[src/rtl/alu_writeback_seq.sv]
// Execute/writeback sequencer: reads Rn then Rm from the register file, shifts Rm,
// applies the ALU op, registers the result and status, then writes the result to Rd.
module alu_writeback_seq #(
  parameter int DATA_W = 16,
  parameter int ADDR_W = 3
) (
  input  logic              clk_i,
  input  logic              rst_ni,
  input  logic              start_i,
  input  logic [1:0]        opcode_i,
  input  logic [1:0]        shift_i,
  input  logic [ADDR_W-1:0] rn_i,
  input  logic [ADDR_W-1:0] rm_i,
  input  logic [ADDR_W-1:0] rd_i,
  output logic [ADDR_W-1:0] r_addr_o,
  input  logic [DATA_W-1:0] r_data_i,
  output logic [ADDR_W-1:0] w_addr_o,
  output logic [DATA_W-1:0] w_data_o,
  output logic              w_en_o,
  output logic              busy_o,
  output logic              done_o,
  output logic [2:0]        status_o
);

  typedef enum logic [2:0] {IDLE, LOAD_A, LOAD_B, EXEC, WB} state_e;

  localparam logic [1:0] OP_ADD = 2'b00, OP_SUB = 2'b01, OP_AND = 2'b10;
  localparam logic [1:0] SH_LSL = 2'b01, SH_LSR = 2'b10, SH_ASR = 2'b11;

  state_e            state_q, state_d;
  logic [1:0]        opcode_q, shift_q;
  logic [ADDR_W-1:0] rn_q, rm_q, rd_q;
  logic [DATA_W-1:0] a_q, b_q, c_q;
  logic [2:0]        status_q;
  logic              done_q;

  logic [DATA_W-1:0] b_sh, alu_res;
  logic              alu_v;

  // Barrel-free single-position shifter on operand B followed by the ALU.
  always_comb begin
    b_sh    = b_q;
    alu_res = '0;
    alu_v   = 1'b0;
    case (shift_q)
      SH_LSL:  b_sh = {b_q[DATA_W-2:0], 1'b0};
      SH_LSR:  b_sh = {1'b0, b_q[DATA_W-1:1]};
      SH_ASR:  b_sh = {b_q[DATA_W-1], b_q[DATA_W-1:1]};
      default: b_sh = b_q;
    endcase
    case (opcode_q)
      OP_ADD: begin
        alu_res = a_q + b_sh;
        alu_v   = (a_q[DATA_W-1] == b_sh[DATA_W-1]) && (alu_res[DATA_W-1] != a_q[DATA_W-1]);
      end
      OP_SUB: begin
        alu_res = a_q - b_sh;
        alu_v   = (a_q[DATA_W-1] != b_sh[DATA_W-1]) && (alu_res[DATA_W-1] != a_q[DATA_W-1]);
      end
      OP_AND:  alu_res = a_q & b_sh;
      default: alu_res = ~b_sh;
    endcase
  end

  // Next-state and state-decoded outputs; the sequence is strictly linear.
  always_comb begin
    state_d  = state_q;
    r_addr_o = '0;
    w_en_o   = 1'b0;
    case (state_q)
      IDLE:    if (start_i) state_d = LOAD_A;
      LOAD_A: begin
        r_addr_o = rn_q;
        state_d  = LOAD_B;
      end
      LOAD_B: begin
        r_addr_o = rm_q;
        state_d  = EXEC;
      end
      EXEC:    state_d = WB;
      WB: begin
        w_en_o  = 1'b1;
        state_d = IDLE;
      end
      default: state_d = IDLE;
    endcase
  end

  // State register plus operand capture, result/status update and done pulse.
  always_ff @(posedge clk_i or negedge rst_ni) begin
    if (!rst_ni) begin
      state_q  <= IDLE;
      opcode_q <= '0;
      shift_q  <= '0;
      rn_q     <= '0;
      rm_q     <= '0;
      rd_q     <= '0;
      a_q      <= '0;
      b_q      <= '0;
      c_q      <= '0;
      status_q <= '0;
      done_q   <= 1'b0;
    end else begin
      state_q <= state_d;
      done_q  <= (state_q == WB);
      if (state_q == IDLE && start_i) begin
        opcode_q <= opcode_i;
        shift_q  <= shift_i;
        rn_q     <= rn_i;
        rm_q     <= rm_i;
        rd_q     <= rd_i;
      end
      if (state_q == LOAD_A) a_q <= r_data_i;
      if (state_q == LOAD_B) b_q <= r_data_i;
      if (state_q == EXEC) begin
        c_q      <= alu_res;
        status_q <= {(alu_res == '0), alu_res[DATA_W-1], alu_v};
      end
    end
  end

  assign busy_o   = (state_q != IDLE);
  assign done_o   = done_q;
  assign status_o = status_q;
  assign w_addr_o = rd_q;
  assign w_data_o = c_q;

endmodule
[config.mk]
export PLATFORM = sky130hd
export DESIGN_NAME = alu_writeback_seq
export DESIGN_NICKNAME = d
export VERILOG_FILES = /design/src/rtl/alu_writeback_seq.sv
export SDC_FILE = /design/constraint.sdc
export NUM_CORES = 1
export LEC_CHECK = 0
export BUFFER_PORTS_ARGS = -buffer_cell sky130_fd_sc_hd__buf_4
export CORE_ASPECT_RATIO = 1.75
export CORE_MARGIN = 3
export CORE_UTILIZATION = 50
export DETAILED_ROUTE_END_ITERATION = 12
export HOLD_SLACK_MARGIN = 0.12
export PLACE_DENSITY = 0.7
export SETUP_SLACK_MARGIN = 0.05
export SLEW_MARGIN = 10
export SYNTH_ARGS = -nofsm -noshare
export SYNTH_HDL_FRONTEND = slang
export SYNTH_SLANG_ARGS = --single-unit
[constraint.sdc]
create_clock -name clk_i -period 5.15 [get_ports clk_i]
set_input_delay 1.545 -clock clk_i [delete_from_list [all_inputs] [get_ports clk_i]]
set_output_delay 1.545 -clock clk_i [all_outputs]
set_load 0.02 [all_outputs]
==> out/results.txt <==
status: finished clean
cell taking the most area after synthesis: dfrtp_1
post-CTS setup buffer count: 0
Core ar.: 9590 um2
RSZ-0062 raised after global routing: false
Seq/Total Area, Yosys: 33.6%
DRC Markers: 0
Post-Syn Area: 4990 um2
Final GP Congestion: 0.914
Final Hold Vio Count: 0
antenna violations before repair: 0
Fmax: 233 MHz
fraction of layout cells with a size suffix above 1: 22.2%
crit path DAT: 4570 ps
Post-CTS Hold Fix Bufs: 0
clock-pin slew on the worst setup and hold paths: 60 ps
first-pass GRT wire length: 21.8 mm
DIE AREA: 11300 um2
Synth Flop Type: dfrtp_1
Max-cap violations: 0
clk_skew: 7.08 ps
max-slew violations: 0
Syn Area/Cell: 8.95 um2
Die Y: 138 um
chip width: 81.5 um
drt wl/cell: 18.0 um
Starting Density: 52.1%
Yosys Warn Count: 0
CP max FO: 18
largest net degree at the start of global routing: 68
CP Launch Type: flip-flop
CTS tree: built
Sequential Area: 1680 um2
fin crit share: 83.2%
Boundary Pins: 60
clock buffer depth: 2
post-synth top area share: 33.6%
fillers: 861
HP Class: flip-flop to flip-flop
slew at the pin closest to its max-slew limit: 1140 ps
Via density: 5.93
antenna-violating nets left: 0
Clk Tree Root Cell: clkbuf_16
GRT Residual Overflow: 0
Seq cells post-synth: 67
CP Class: flip-flop to flip-flop
detailed placer's ending HPWL: 9.97 mm
initial drt markers: 370
number of global-route vias before repair: 4409
Detailed Routing Iterations Pass 1: 5
Post-synth EDFFs: 0
post_cts resized: 0
top cells by area, synth: dfrtp_1 (34%), mux2_2 (9.2%), ha_1 (9.0%)
htree depth: 3
Crit. End Element: flip-flop
# clock sinks: 67
Total Routing Usage GR: 24.9%
Slew HR: 23.9%
Net Count, Synth: 628
Port Buffers: 59
row count: 47
Routed WL: 13.2 mm
top post-synthesis cells by count: dfrtp_1 (67), nand2_1 (67), o21ai_0 (47)
Vias: 4338
distinct cell type count after synthesis: 68
setup TNS: 0 ps
ys async rst share: 100%
worst-skew pair later-pin latency: 350 ps
P&R area growth vs syn: 17.1%
CTS buffer count: 9
Layout Nets: 674
worst endpoint required time: 5430 ps
min Tclk post-route: 4290 ps
final setup fails: 0
multi-input gate area in the final layout: 3090 um2
Antenna Cells: 0
Syn Inst Count: 558
[area by class of cell]
class,instances,area share [%]
Clock inverter,7,1.80
Timing Repair Buffer,64,8.22
Multi-Input combinational cell,430,52.8
Clock buffer,9,3.85
Sequential cell,67,28.7
Inverter,32,2.05
Tap cell,122,2.61
[stage by stage]
stage          hold slack, ps  std cells  utilization, %  setup WS [ps]  cell area (um2)
2_1_floorplan             469        558               -           1600             4990
3_3_place_gp              461        715            57.6           1030             5520
3_5_place_dp              467        715            57.6            925             5520
4_1_cts                   480        731            61.0            897             5850
5_1_grt                   513        731            61.0            544             5850
6_report                  472        731            61.0            864             5850
[registers in the layout, summed over array words and instances, names as in the netlist]
| name | count |
|---|---|
| b_q | 16 |
| w_data_o | 15 |
| rn_q | 3 |
| state_q | 3 |
| done_o | 1 |
| w_addr_o | 3 |
| status_o | 3 |
| shift_q | 2 |
| rm_q | 3 |
| opcode_q | 2 |
| a_q | 16 |
[cell families after synthesis]
group	Yosys count	share of synthesized area, %
AND/OR/NAND/NOR	173	16.3
buffers and inverters	61	4.79
XOR/XNOR	10	1.75
flip-flops	67	33.6
multiplexers	60	13.1
adder cells (fa/ha/maj)	38	9.82
AO/OA/AOI/OAI	149	20.7
[path summary, 6_finish.rpt]
| path | slack (ps) | to | depth (start not counted) | from |
|---|---|---|---|---|
| max | 860 | status_o[2]$_DFFE_PN0P_ | 13 | shift_q[0]$_DFFE_PN0P_ |
| min | 470 | w_data_o[7]$_DFFE_PN0P_ | 2 | w_data_o[7]$_DFFE_PN0P_ |
| max reg2reg | 860 | status_o[2]$_DFFE_PN0P_ | 13 | shift_q[0]$_DFFE_PN0P_ |
| min reg2reg | 470 | w_data_o[7]$_DFFE_PN0P_ | 2 | w_data_o[7]$_DFFE_PN0P_ |
| max in group asynchronous | 3300 | b_q[10]$_DFFE_PN0N_ | 1 | rst_ni |
| min in group asynchronous | 1290 | w_data_o[11]$_DFFE_PN0P_ | 1 | rst_ni |
[metal layers]
layer | GRT usage [%] | share of wire, %
met2 | 40.5 | 50
met4 | 13.3 | 4.4
met3 | 4.43 | 5.0
met5 | 0 | 0
met1 | 30.5 | 40
[cells in the final DEF, fill, tap and decap left out, types with 3 or more instances in the layout]
cell       Yosys  layout
nand2_1       67      67
dfrtp_1       67      67
buf_4          1      64
o21ai_0       47      47
mux2_2        41      41
nor2_1        37      37
ha_1          36      36
inv_1         30      30
a21oi_1       23      23
mux2i_1       19      19
nor3_1        16      16
o211ai_1      13      13
nand3_1       11      11
nor2b_1       10      10
xnor2_1        9       9
clkbuf_16      0       9
a21o_1         8       8
o31ai_1        7       7
a211oi_1       7       7
or3_1          5       5
a22o_1         5       5
o21a_1         4       4
and2_1         4       4
nand4_1        4       4
o21bai_1       3       3
and3_1         3       3
a31oi_1        3       3
or2_2          3       3
a221o_1        3       3
inv_6          0       3
[critical path, cell delays in order, from the launching register on]
cell and delay, ps:
dfrtp_1 950, mux2i_1 160, o21ai_0 480, inv_1 180
fa_1 440, and2b_1 230, o211ai_1 170, a2111o_1 480
a31o_2 260, a2111o_1 290, nand4_1 100, nor4b_2 250
nand4_1 130, nand2_1 80
Power is not shown: default switching activity piles up to over one toggle a cycle in this logic, so the estimate is an artifact.
